===== src/rtl/clock_time_ctrl_if.sv =====
// rtl/clock_time_ctrl_if.sv - tick/button inputs and time/mode outputs of the clock time controller
interface clock_time_ctrl_if;
  logic       en_1clk;
  logic       debclk_10hz;
  logic       btn_mode;
  logic       btn_up;
  logic [4:0] hour;
  logic [5:0] min;
  logic [5:0] sec;
  logic [1:0] mode;
  logic       blink;
  logic       day_pulse;

  modport master (
    output en_1clk, debclk_10hz, btn_mode, btn_up,
    input  hour, min, sec, mode, blink, day_pulse
  );

  modport slave (
    input  en_1clk, debclk_10hz, btn_mode, btn_up,
    output hour, min, sec, mode, blink, day_pulse
  );
endinterface


===== src/rtl/clock_time_ctrl.sv =====
// rtl/clock_time_ctrl.sv - debounced mode/set FSM and hh:mm:ss time keeping for the digital clock
module clock_time_ctrl #(
  parameter int HOLD_SAMPLES   = 5,
  parameter bit BTN_ACTIVE_LOW = 1'b1
) (
  input logic             clk,
  input logic             rst,
  clock_time_ctrl_if.slave bus
);

  typedef enum logic [1:0] {
    RUN     = 2'd0,
    SET_HR  = 2'd1,
    SET_MIN = 2'd2
  } state_t;

  localparam int HW = $clog2(HOLD_SAMPLES + 1);

  state_t        r_state;
  state_t        w_next_state;
  logic [2:0]    r_deb_sync;
  logic          r_samp_stb;
  logic [1:0]    r_mode_sync;
  logic [1:0]    r_up_sync;
  logic          r_mode_samp;
  logic          r_up_samp;
  logic [HW-1:0] r_hold;
  logic [4:0]    r_hour;
  logic [5:0]    r_min;
  logic [5:0]    r_sec;
  logic          r_blink;
  logic          r_day_pulse;

  logic          w_mode_raw;
  logic          w_up_raw;
  logic          w_mode_act;
  logic          w_up_act;
  logic          w_mode_press;
  logic          w_up_press;
  logic          w_up_rep;
  logic          w_up_evt;
  logic          w_sec_wrap;
  logic          w_min_wrap;
  logic          w_hour_wrap;

  // Buttons are turned active-high before synchronizing, so cleared flops mean "released".
  assign w_mode_raw = bus.btn_mode ^ BTN_ACTIVE_LOW;
  assign w_up_raw   = bus.btn_up ^ BTN_ACTIVE_LOW;
  assign w_mode_act = r_mode_sync[1];
  assign w_up_act   = r_up_sync[1];

  // Press = active sample after an inactive one; repeat once the hold count has saturated.
  assign w_mode_press = r_samp_stb & w_mode_act & ~r_mode_samp;
  assign w_up_press   = r_samp_stb & w_up_act & ~r_up_samp;
  assign w_up_rep     = r_samp_stb & w_up_act & (r_hold == HW'(HOLD_SAMPLES));
  assign w_up_evt     = (w_up_press | w_up_rep) & ~w_mode_press;

  assign w_sec_wrap  = (r_sec == 6'd59);
  assign w_min_wrap  = (r_min == 6'd59);
  assign w_hour_wrap = (r_hour == 5'd23);

  // Synchronize the 10 Hz debounce clock and both buttons; strobe once per debounce rising edge.
  always_ff @(posedge clk or negedge rst) begin
    if (!rst) begin
      r_deb_sync  <= '0;
      r_samp_stb  <= 1'b0;
      r_mode_sync <= '0;
      r_up_sync   <= '0;
    end else begin
      r_deb_sync  <= {r_deb_sync[1:0], bus.debclk_10hz};
      r_samp_stb  <= r_deb_sync[1] & ~r_deb_sync[2];
      r_mode_sync <= {r_mode_sync[0], w_mode_raw};
      r_up_sync   <= {r_up_sync[0], w_up_raw};
    end
  end

  // Capture debounce samples and run the UP hold counter on each strobe.
  always_ff @(posedge clk or negedge rst) begin
    if (!rst) begin
      r_mode_samp <= 1'b0;
      r_up_samp   <= 1'b0;
      r_hold      <= '0;
    end else if (r_samp_stb) begin
      r_mode_samp <= w_mode_act;
      r_up_samp   <= w_up_act;
      if (!w_up_act) begin
        r_hold <= '0;
      end else if (r_hold < HW'(HOLD_SAMPLES)) begin
        r_hold <= r_hold + HW'(1);
      end
    end
  end

  // Mode state register.
  always_ff @(posedge clk or negedge rst) begin
    if (!rst) begin
      r_state <= RUN;
    end else begin
      r_state <= w_next_state;
    end
  end

  // Mode sequencing on MODE presses; an illegal state falls back to RUN.
  always_comb begin
    w_next_state = r_state;
    case (r_state)
      RUN:     if (w_mode_press) w_next_state = SET_HR;
      SET_HR:  if (w_mode_press) w_next_state = SET_MIN;
      SET_MIN: if (w_mode_press) w_next_state = RUN;
      default: w_next_state = RUN;
    endcase
  end

  // Time counters: ticks with carry in RUN, carry-free field increments in the set modes.
  always_ff @(posedge clk or negedge rst) begin
    if (!rst) begin
      r_hour      <= '0;
      r_min       <= '0;
      r_sec       <= '0;
      r_day_pulse <= 1'b0;
    end else begin
      r_day_pulse <= 1'b0;
      case (r_state)
        RUN: begin
          if (bus.en_1clk) begin
            r_sec <= (r_sec >= 6'd59) ? 6'd0 : r_sec + 6'd1;
            if (w_sec_wrap) begin
              r_min <= (r_min >= 6'd59) ? 6'd0 : r_min + 6'd1;
              if (w_min_wrap) begin
                r_hour      <= (r_hour >= 5'd23) ? 5'd0 : r_hour + 5'd1;
                r_day_pulse <= w_hour_wrap;
              end
            end
          end
        end
        SET_HR: begin
          if (w_up_evt) begin
            r_hour <= (r_hour >= 5'd23) ? 5'd0 : r_hour + 5'd1;
          end
        end
        SET_MIN: begin
          if (w_mode_press) begin
            r_sec <= 6'd0;
          end else if (w_up_evt) begin
            r_min <= (r_min >= 6'd59) ? 6'd0 : r_min + 6'd1;
          end
        end
        default: begin
          r_sec <= r_sec;
        end
      endcase
    end
  end

  // Blink gate: solid in RUN, starts dark on entering SET_HR, toggles per strobe while setting.
  always_ff @(posedge clk or negedge rst) begin
    if (!rst) begin
      r_blink <= 1'b1;
    end else if (w_next_state == RUN) begin
      r_blink <= 1'b1;
    end else if (r_state == RUN) begin
      r_blink <= 1'b0;
    end else if (r_samp_stb) begin
      r_blink <= ~r_blink;
    end
  end

  assign bus.hour      = r_hour;
  assign bus.min       = r_min;
  assign bus.sec       = r_sec;
  assign bus.mode      = r_state;
  assign bus.blink     = r_blink;
  assign bus.day_pulse = r_day_pulse;

endmodule


===== src/flat_wrapper.sv =====
// flat-port wrapper written by rule: the top's interface ports become plain ports
module clock_time_ctrl_flat 
#(
  parameter int HOLD_SAMPLES   = 5,
  parameter bit BTN_ACTIVE_LOW = 1'b1
)
  (clk, rst, bus_en_1clk, bus_debclk_10hz, bus_btn_mode, bus_btn_up, bus_hour, bus_min, bus_sec, bus_mode, bus_blink, bus_day_pulse);
  clock_time_ctrl_if bus_i ();
  input logic clk;
  input logic rst;
  input wire logic [$bits(bus_i.en_1clk)-1:0] bus_en_1clk;
  input wire logic [$bits(bus_i.debclk_10hz)-1:0] bus_debclk_10hz;
  input wire logic [$bits(bus_i.btn_mode)-1:0] bus_btn_mode;
  input wire logic [$bits(bus_i.btn_up)-1:0] bus_btn_up;
  output wire logic [$bits(bus_i.hour)-1:0] bus_hour;
  output wire logic [$bits(bus_i.min)-1:0] bus_min;
  output wire logic [$bits(bus_i.sec)-1:0] bus_sec;
  output wire logic [$bits(bus_i.mode)-1:0] bus_mode;
  output wire logic [$bits(bus_i.blink)-1:0] bus_blink;
  output wire logic [$bits(bus_i.day_pulse)-1:0] bus_day_pulse;
  assign bus_i.en_1clk = bus_en_1clk;
  assign bus_i.debclk_10hz = bus_debclk_10hz;
  assign bus_i.btn_mode = bus_btn_mode;
  assign bus_i.btn_up = bus_btn_up;
  assign bus_hour = bus_i.hour;
  assign bus_min = bus_i.min;
  assign bus_sec = bus_i.sec;
  assign bus_mode = bus_i.mode;
  assign bus_blink = bus_i.blink;
  assign bus_day_pulse = bus_i.day_pulse;
  clock_time_ctrl #(.HOLD_SAMPLES(HOLD_SAMPLES), .BTN_ACTIVE_LOW(BTN_ACTIVE_LOW)) u_core (.clk(clk), .rst(rst), .bus(bus_i));
endmodule

===== config.mk =====
export PLATFORM = sky130hd
export DESIGN_NAME = clock_time_ctrl_flat
export DESIGN_NICKNAME = d
export VERILOG_FILES = /design/src/rtl/clock_time_ctrl_if.sv /design/src/rtl/clock_time_ctrl.sv /design/src/flat_wrapper.sv
export SDC_FILE = /design/constraint.sdc
export NUM_CORES = 1
export LEC_CHECK = 0
export ABC_AREA = 1
export CAP_MARGIN = 20
export CELL_PAD_IN_SITES_DETAIL_PLACEMENT = 0
export CELL_PAD_IN_SITES_GLOBAL_PLACEMENT = 1
export CORE_MARGIN = 2
export CORE_UTILIZATION = 39
export CTS_CLUSTER_SIZE = 8
export DETAILED_ROUTE_END_ITERATION = 10
export HOLD_SLACK_MARGIN = 0.06
export PLACE_DENSITY_LB_ADDON = 0.1
export SYNTH_ARGS = -nofsm -noshare
export SYNTH_HDL_FRONTEND = slang
export SYNTH_SLANG_ARGS = --single-unit

===== constraint.sdc =====
create_clock -name clk -period 1.9 [get_ports clk]
set_clock_uncertainty 0.15 [all_clocks]
set_input_delay 0.57 -clock clk [delete_from_list [all_inputs] [get_ports clk]]
set_output_delay 0.57 -clock clk [all_outputs]
set_load 0.05 [all_outputs]

==> results by group <==
Drt
  – Vias per inst: 4.80
  – DR iter-0 viols: 102
  – Routed wire length: 3620 um
  – Routed vias: 1545
  – Final ANT Viol Nets: 0
  – Routed len/inst: 11.2 um
  – Drt first pass iters: 4
  – Residual DRC: 0

Worst setup path
  – Largest delay contributor family on the critical path: flip-flops
  – Critical path class: reg -> out
  – Required @ worst endpoint: 1.18 ns
  – Worst EP arrival: 1.02 ns
  – Slowest CP cell: dfrtp_1
  – Critical Path, Cell by Cell: buf_12
  – Critical-path maximum fanout: 9
  – CP peak stage delay: 0.55 ns
  – CP bufs+invs: 1
  – CP startpoint kind: flop
  – Worst Setup End Kind: primary output

Yosys
  – List of most frequent post-synthesis cells: 69 x nand2_1, 33 x dfrtp_1, 30 x inv_1, 28 x nor2_1, 14 x nand3_1
  – Main synth FF type: dfrtp_1
  – Cells after Synth: 232
  – Post-Syn Area per Cell: 7.84 um^2
  – Async SR Flop Fraction: 1.00
  – Most common cell in the netlist: nand2_1
  – Syn Nets: 243
  – Yosys top cell area share: 0.454
  – Register area share after synthesis: 0.469
  – Synthesized cell area: 1820 um^2
  – Area leader, netlist: dfrtp_1
  – Number of synthesized register bits: 34
  – Area contributors post-synth: dfrtp_1 45%, nand2_1 14%, inv_1 6.2%, nor2_1 5.8%, nand3_1 3.9%
  – Synth unique cells: 28
  – EDFF count, synth: 0
  – Syn. warnings: 0

Pwr
  – Pwr Density: 1680 nW/um^2
  – Leak pwr: 1.24 nW
  – Maximum vdd ir drop: 0.00111 V

Min path
  – Worst min-delay path category: reg -> reg

Clock network
  – Setup bufs post-CTS: 0
  – CTS tree: built
  – Clock Latency Late Sink: 0.29 ns
  – Clock tree root driver cell: clkbuf_8
  – Num CTS Buffers: 5
  – Reg clk slew, reported paths: 0.07 ns
  – # clock sinks: 34
  – CTS Hold Bufs: 0
  – Post-CTS Resized: 0
  – CTS Buffer Depth: 2
  – H-tree levels: 2

Floorplan
  – Initial Util: 0.412
  – Core box area: 4410 um^2
  – DIE AREA: 5220 um^2
  – Total I/O pin count: 27
  – Die height: 72.3 um
  – Site Rows: 24
  – Die width: 72.3 um

GRT
  – Maximum number of pins on one net before global-route repair: 35
  – Global-route wire length before repair: 6600 um
  – Vias in the first global route: 1491
  – Initial antenna violation count: 0
  – GRT overflow: 0
  – GRT Util Overall: 0.161

Outcome
  – Outcome: complete, no violations

STA
  – Worst slew pin tran: 0.375 ns
  – Min Tclk post-route: 1.74 ns
  – F_max: 574 MHz
  – Final worst setup slack: 0.157 ns
  – Fin Hold WS: 0.203 ns
  – Final Max Tran Viols: 0
  – RSZ-0062 raised after global routing: no
  – Final period utilization: 0.917
  – Final-report hold violation count: 0
  – Max_slew headroom: 0.749
  – Final setup viols: 0
  – Setup TNS: 0 ns

Layout
  – Area delta synth->final: 39.8%
  – Share of layout cells above drive strength 1: 0.193
  – Design area: 2540 um^2
  – Final core utilization: 0.576
  – Antenna cell count: 0
  – Nets: 280
  – Fillcell total: 402

Placement
  – Cell Area, Placed: 2400 um^2
  – Pre-CTS setup slack: -0.00340 ns
  – Post-DP HPWL: 2730 um
  – Routability cong.: 0.779
  – Port bufs: 26

Flow run
  – Max-cap violations: 0
-- layout make-up --
class / instances / area (um^2) / share of cell area
flip-flops and latches: 34 / 852 / 0.335
multi-input cells: 162 / 830 / 0.326
repair buffers: 31 / 520 / 0.205
inverters: 35 / 131 / 0.0517
clock buffers: 6 / 82.6 / 0.0325
well taps: 52 / 65.1 / 0.0256
clock inverters: 2 / 60.1 / 0.0236
-- cell families (layout without fill, tap and decap cells) --
family | after synthesis | after routing | synth area share
flops | 34 | 34 | 0.469
simple gates | 129 | 129 | 0.317
compound gates | 22 | 22 | 0.0757
xor+xnor | 6 | 6 | 0.0289
buf+inv | 36 | 74 | 0.0750
fa+ha+maj | 5 | 5 | 0.0344
-- registers in the layout, indices dropped and copies added (netlist names) --
signal,count
u_core.r_deb_sync,3
u_core.bus.mode,2
u_core.bus.blink,1
u_core.r_up_samp,1
u_core.r_up_sync,2
u_core.r_hold,3
u_core.bus.sec,6
u_core.r_mode_samp,1
u_core.bus.hour,5
u_core.r_mode_sync,2
u_core.bus.day_pulse,1
u_core.bus.min,6
u_core.r_samp_stb,1
-- power breakdown --
part / total, mW / switching [mW] / internal [mW] / leakage [nW]
Clock: 0.823 / 0.264 / 0.560 / 0.0714
Combinational: 2.25 / 1.27 / 0.987 / 0.740
Sequential: 1.20 / 0.281 / 0.915 / 0.429
-- per-stage QoR --
step	std cells	power, mW
floorplan	232	2.48
global placement	314	3.47
detailed placement	314	3.48
CTS	322	4.33
global route	322	4.56
finish	322	4.27
-- placed cells by master (no fill, tap or decap), drive strengths merged --
cell type and instances:
nand3 15, nor2 32, nand2 73, nor3 1
xor2 3, buf 26, clkinv 1, clkbuf 6
o22ai 3, nand4 6, inv 34, bufinv 2
nor3b 1, a21oi 3, ha 5, o211ai 2
dfrtp 33, dfstp 1, and3 1, clkdlybuf4s50 5
xnor2 3, o21ai 14
-- worst paths after layout --
kind,depth (start not counted),slack [ns],from,end
worst max-delay path,1,0.16,u_core.bus.hour[2]$_DFFE_PN0P_,bus_hour[2]
worst min-delay path,0,0.20,u_core.r_up_sync[0]$_DFF_PN0_,u_core.r_up_sync[1]$_DFF_PN0_
worst max register to register,7,0.19,u_core.bus.sec[1]$_DFFE_PN0P_,u_core.bus.min[5]$_DFFE_PN0P_
worst min register to register,0,0.20,u_core.r_up_sync[0]$_DFF_PN0_,u_core.r_up_sync[1]$_DFF_PN0_
max in group asynchronous,2,0.87,rst,u_core.bus.blink$_DFFE_PN1P_
min in group asynchronous,2,0.49,rst,u_core.r_deb_sync[2]$_DFF_PN0_
-- routing by layer --
| layer | wire length, um | share of wire | GRT usage |
|---|---|---|---|
| met1 | 1740 | 0.48 | 0.210 |
| met3 | 121 | 0.033 | 0.0458 |
| met4 | 52 | 0.014 | 0.0503 |
| met2 | 1710 | 0.47 | 0.258 |
| met5 | 0 | 0 | 0 |
(Power assumes the default switching activity.)
==> RTL change 1 (same flow settings) <==
`HOLD_SAMPLES` is set to 5 in 2 places; all go to 10.
--- a/src/rtl/clock_time_ctrl.sv
+++ b/src/rtl/clock_time_ctrl.sv
@@ -1,5 +1,5 @@
 // rtl/clock_time_ctrl.sv - debounced mode/set FSM and hh:mm:ss time keeping for the digital clock
 module clock_time_ctrl #(
-  parameter int HOLD_SAMPLES   = 5,
+  parameter int HOLD_SAMPLES   = 10,
   parameter bit BTN_ACTIVE_LOW = 1'b1
 ) (
--- a/src/flat_wrapper.sv
+++ b/src/flat_wrapper.sv
@@ -2,5 +2,5 @@
 module clock_time_ctrl_flat 
 #(
-  parameter int HOLD_SAMPLES   = 5,
+  parameter int HOLD_SAMPLES   = 10,
   parameter bit BTN_ACTIVE_LOW = 1'b1
 )
Check against the original RTL: same outputs for any inputs over 10 cycles, from zero or initial values and one cycle with rst low; that may be too few to reach the edited logic, so the function may still have changed.
==> RTL change 1 against the original RTL <==
Total power shrank 1.6%. Wire length shrank 7.2%. Sequential cell count grew 1. Clock power shrank 15%. Largest cell class unchanged. Design area shrank 1.1%. Critical path depth is the same. Synthesized area shrank 1.4%. Worst setup slack gained 0.020 ns.
==> RTL change 1: results (changes against the original RTL) <==
- The compound-cell area share of the yosys netlist was 11.9% (was 7.57%).
- The end point of the critical path is bus_blink (was bus_hour[2]).
- The slew at the pin with the worst max-slew slack came to 0.356 ns (was 0.375 ns).
- The number of global-route vias before repair came to 1473 (was 1491).
- The worst vdd rail ir drop is 0.887 mV (was 1.11 mV).
- The global-route wire length before repair is 6520 µm (was 6600 µm).
- The worst path arrival time is 1.00 ns (was 1.02 ns).
- The adder-cell share of the synthesized area is 3.49% (was 3.44%).
- Status: finished, final reports clean (unchanged).
- The primary flip-flop cell chosen by synthesis mapping is sky130_fd_sc_hd__dfrtp_1 (unchanged).
- The reg2reg setup slack came to 0.23 ns (was 0.19 ns).
- The worst flop-to-flop path startpoint is u_core.bus.sec[0] (was u_core.bus.sec[1]).
- The vias per cell came to 4.82 (was 4.80).
- The share of cells above drive strength 1 is 26.0% (was 19.3%).
- The biggest fanout along the worst timing path is 2 (was 9).
- The maximum number of pins on one net before global-route repair is 36 (was 35).
- The net count after synthesis is 224 (was 243).
- The global router's overall resource usage came to 15.8% (was 16.1%).
- The path type of the worst min-delay path is reg -> reg (unchanged).
- The delay contributed by the slowest stage of the critical path is 0.57 ns (was 0.55 ns).
- The DRC marker count from the first detailed-route iteration came to 66 (was 102).
- The estimated wirelength of the detail-placed design is 2530 µm (was 2730 µm).
- The filler cell count is 397 (was 402).
- Commonest cells post-synth: sky130_fd_sc_hd__nand2_1, sky130_fd_sc_hd__dfrtp_1, sky130_fd_sc_hd__inv_1, sky130_fd_sc_hd__nand3_1, sky130_fd_sc_hd__nor2_1 (was sky130_fd_sc_hd__nand2_1, sky130_fd_sc_hd__dfrtp_1, sky130_fd_sc_hd__inv_1, sky130_fd_sc_hd__nor2_1, sky130_fd_sc_hd__nand3_1).
- The per-cell routed wire length came to 11.0 µm (was 11.2 µm).
- Cell types with the largest area share after synthesis: sky130_fd_sc_hd__dfrtp_1, sky130_fd_sc_hd__nand2_1, sky130_fd_sc_hd__inv_1 (unchanged).
- The net total in the final layout is 264 (was 280).
- The reg-to-reg critical path endpoint is u_core.bus.hour[2] (was u_core.bus.min[5]).
- The maximum clock path buffer count is 2 (unchanged).
- The fraction of the yosys area taken by sequential cells was 48.9% (was 46.9%).
- The leakage power of the design is 0.00120 µW (was 0.00124 µW).
- The final weighted congestion in routability-driven placement was 0.769 (was 0.779).
- The synthesized-area fraction occupied by xor and xnor cells is 2.93% (was 2.89%).
- The beginning of the critical path was u_core.bus.blink (was u_core.bus.hour[2]).
==> RTL change 1: cell types whose count changed in the layout (fill, tap and decap cells not counted), sizes merged, moves of 2 or more <==
cell,before,now
nor2,32,20
a21oi,3,8
a21boi,0,2
buf,26,30
nand3,15,20
o21ai,14,19
inv,34,28
nand2,73,59
xnor2,3,1
xor2,3,5
nand4,6,2
==> RTL change 1: where the power goes <==
part | switching (µW) | leakage [µW] | internal (µW) | total [µW]
sequential | 274 | 0.000440 | 951 | 1230
combinational | 1250 | 0.000703 | 1030 | 2280
clock | 274 | 0.0000612 | 425 | 699
total | 1800 | 0.00120 | 2400 | 4210
==> RTL change 1: kinds of logic (layout without fill, tap and decap cells) <==
| family | after synthesis | after routing |
|---|---|---|
| buf+inv | 30 | 71 |
| compound gates | 33 | 33 |
| xor+xnor | 6 | 6 |
| fa+ha+maj | 5 | 5 |
| flops | 35 | 35 |
| simple gates | 104 | 104 |
==> RTL change 1: what timing repair did <==
item	4_1_cts	5_1_grt
gates resized for setup	0	1
setup buffers	0	0
endpoints found under the setup margin	0	3
==> RTL change 1: how the worst min path moves through the flow <==
stage / start / to / slack (ns) / depth (start not counted)
6_report: u_core.r_up_sync[0] / u_core.r_up_sync[1] / 0.20 / 0
5_1_grt: u_core.r_up_sync[0] / u_core.r_up_sync[1] / 0.21 / 0
4_1_cts: u_core.r_up_sync[0] / u_core.r_up_sync[1] / 0.20 / 0
3_5_place_dp: u_core.r_deb_sync[0] / u_core.r_deb_sync[1] / 0.19 / 0
3_3_place_gp: u_core.r_mode_sync[0] / u_core.r_mode_sync[1] / 0.18 / 0
2_1_floorplan: rst / u_core.bus.day_pulse / 0.12 / 0
==> RTL change 1: final cells by class <==
cell class	count	area share (%)
Inverter	28	4.18
Multi-Input combinational cell	148	31.7
Clock buffer	6	3.29
Sequential cell	35	34.9
Clock inverter	2	1.39
Timing Repair Buffer	35	21.9
Tap cell	52	2.59
==> RTL change 1: stage by stage <==
| step | instance area [µm²] | utilization, % | power, µW | setup WS [ns] | cells |
|---|---|---|---|---|---|
| 2_1_floorplan | 1790 | - | 2500 | 0.00382 | 213 |
| 3_3_place_gp | 2390 | 54.5 | 3530 | -0.120 | 298 |
| 3_5_place_dp | 2390 | 54.5 | 3540 | -0.112 | 298 |
| 4_1_cts | 2510 | 57.2 | 4240 | 0.123 | 306 |
| 5_1_grt | 2510 | 57.3 | 4520 | 0.0237 | 306 |
| 6_report | 2510 | 57.3 | 4210 | 0.177 | 306 |
==> RTL change 1: layer usage <==
metal  wire length (µm)  track usage (%)  vias to the layer above
li1                   -                -                      767
met1               1630             21.4                      677
met2               1570             25.0                       27
met3                129             4.08                        5
met4                 34             4.40                        0
met5                  0                0                        -
==> RTL change 2 (config.mk and constraints unchanged) <==
Without the edit above. Reset style: synchronous (`rst`), changed in 5 clocked blocks.
--- a/src/rtl/clock_time_ctrl.sv
+++ b/src/rtl/clock_time_ctrl.sv
@@ -61,5 +61,5 @@
 
   // Synchronize the 10 Hz debounce clock and both buttons; strobe once per debounce rising edge.
-  always_ff @(posedge clk or negedge rst) begin
+  always_ff @(posedge clk) begin
     if (!rst) begin
       r_deb_sync  <= '0;
@@ -76,5 +76,5 @@
 
   // Capture debounce samples and run the UP hold counter on each strobe.
-  always_ff @(posedge clk or negedge rst) begin
+  always_ff @(posedge clk) begin
     if (!rst) begin
       r_mode_samp <= 1'b0;
@@ -93,5 +93,5 @@
 
   // Mode state register.
-  always_ff @(posedge clk or negedge rst) begin
+  always_ff @(posedge clk) begin
     if (!rst) begin
       r_state <= RUN;
@@ -113,5 +113,5 @@
 
   // Time counters: ticks with carry in RUN, carry-free field increments in the set modes.
-  always_ff @(posedge clk or negedge rst) begin
+  always_ff @(posedge clk) begin
     if (!rst) begin
       r_hour      <= '0;
@@ -154,5 +154,5 @@
 
   // Blink gate: solid in RUN, starts dark on entering SET_HR, toggles per strobe while setting.
-  always_ff @(posedge clk or negedge rst) begin
+  always_ff @(posedge clk) begin
     if (!rst) begin
       r_blink <= 1'b1;
Check against the original RTL: differs if rst is asserted again (counterexample within 4 cycles, from zero or initial values and one cycle with rst low); with rst held inactive, the same outputs for 10 cycles.
==> RTL change 2 against the original RTL <==
Design area is 5.7% lower. Critical path type is now in -> reg. Sequential cell count stayed put. Global-route usage is 0.25 points lower. Worst setup slack better by 0.020 ns. Largest cell class is now multi-input combinational cells. Synthesized area is 7.2% lower. Sequential share of layout area is 5.1 points lower. Wire length is 3.1% lower.
Power is not compared: it rests on default switching activity, and its combinational part moved more than twofold at a synthesized area within 25%.
==> RTL change 2: results (changes against the original RTL) <==
- The pre-CTS setup slack is -0.108 ns (was -0.00340 ns).
- The share of the final layout cell area in sequential cells came to 28.4% (was 33.5%).
- The vias per cell is 4.58 (was 4.80).
- The final weighted congestion in routability-driven placement is 0.804 (was 0.779).
- The worst path arrival time is 1.74 ns (was 1.02 ns).
- The fraction of area in multi-input gates is 36.3% (was 32.6%).
- The biggest fanout along the worst timing path is 10 (was 9).
- The area growth from synthesis to layout is 42.0% (was 39.8%).
- The DRC marker count from the first detailed-route iteration came to 55 (was 102).
- The number of clock buffer instances in the layout is 8 (was 6).
- The filler cell count came to 387 (was 402).
- The placed standard-cell area was 0.00229 mm² (was 0.00240 mm²).
- The met2 wire length is 1600 µm (was 1710 µm).
- The fraction of the yosys area taken by sequential cells is 40.3% (was 46.9%).
- The tightest slew margin relative to the limit is 78.4% (was 74.9%).
- The net count after synthesis is 263 (was 243).
- The async set-or-reset flop fraction in the synthesized netlist is 0% (was 100%).
- The routed metal-1 wirelength is 1800 µm (was 1740 µm).
- The maximum number of pins on one net before global-route repair is 11 (was 35).
- The estimated wirelength of the detail-placed design is 2770 µm (was 2730 µm).
- The primary flip-flop cell chosen by synthesis mapping is sky130_fd_sc_hd__dfxtp_1 (was sky130_fd_sc_hd__dfrtp_1).
- Status: finished, final reports clean (unchanged).
- The met2 usage came to 25.2% (was 25.8%).
- The count of distinct cell types in the synthesized netlist is 24 (was 28).
- The delay contributed by the slowest stage of the critical path is 0.49 ns (was 0.55 ns).
- The via count was 1575 (was 1545).
RTL change 2: changes by cell type after synthesis, sizes merged, moves of 7 or more:
cell and delta:
a21oi +12, nand2 +12, nor2 +7, dfrtp -33, o21ai -7, dfxtp +34
RTL change 2: power groups by stage:
stage                     Clock [µW]  Combinational (µW)  Sequential [µW]
after floorplan                    0                39.8              763
after global placement             0                 100              751
after detailed placement           0                 101              751
after CTS                        640                 102              735
after global routing             670                 111              735
final                            612                99.6              735
RTL change 2: cells by family after synthesis:
group           synth area share (%)
flops                           40.3
buf+inv                         8.15
compound gates                  7.41
simple gates                    40.4
fa+ha+maj                       3.71
RTL change 2: path summary, 6_finish.rpt:
kind / start / end / slack, ns / cells past startpoint
max: bus_en_1clk / u_core.bus.hour[0] / 0.18 / 8
min: u_core.r_deb_sync[2] / u_core.r_samp_stb / 0.23 / 1
max reg2reg: u_core.bus.sec[0] / u_core.bus.hour[0] / 0.29 / 8
min reg2reg: u_core.r_deb_sync[2] / u_core.r_samp_stb / 0.23 / 1
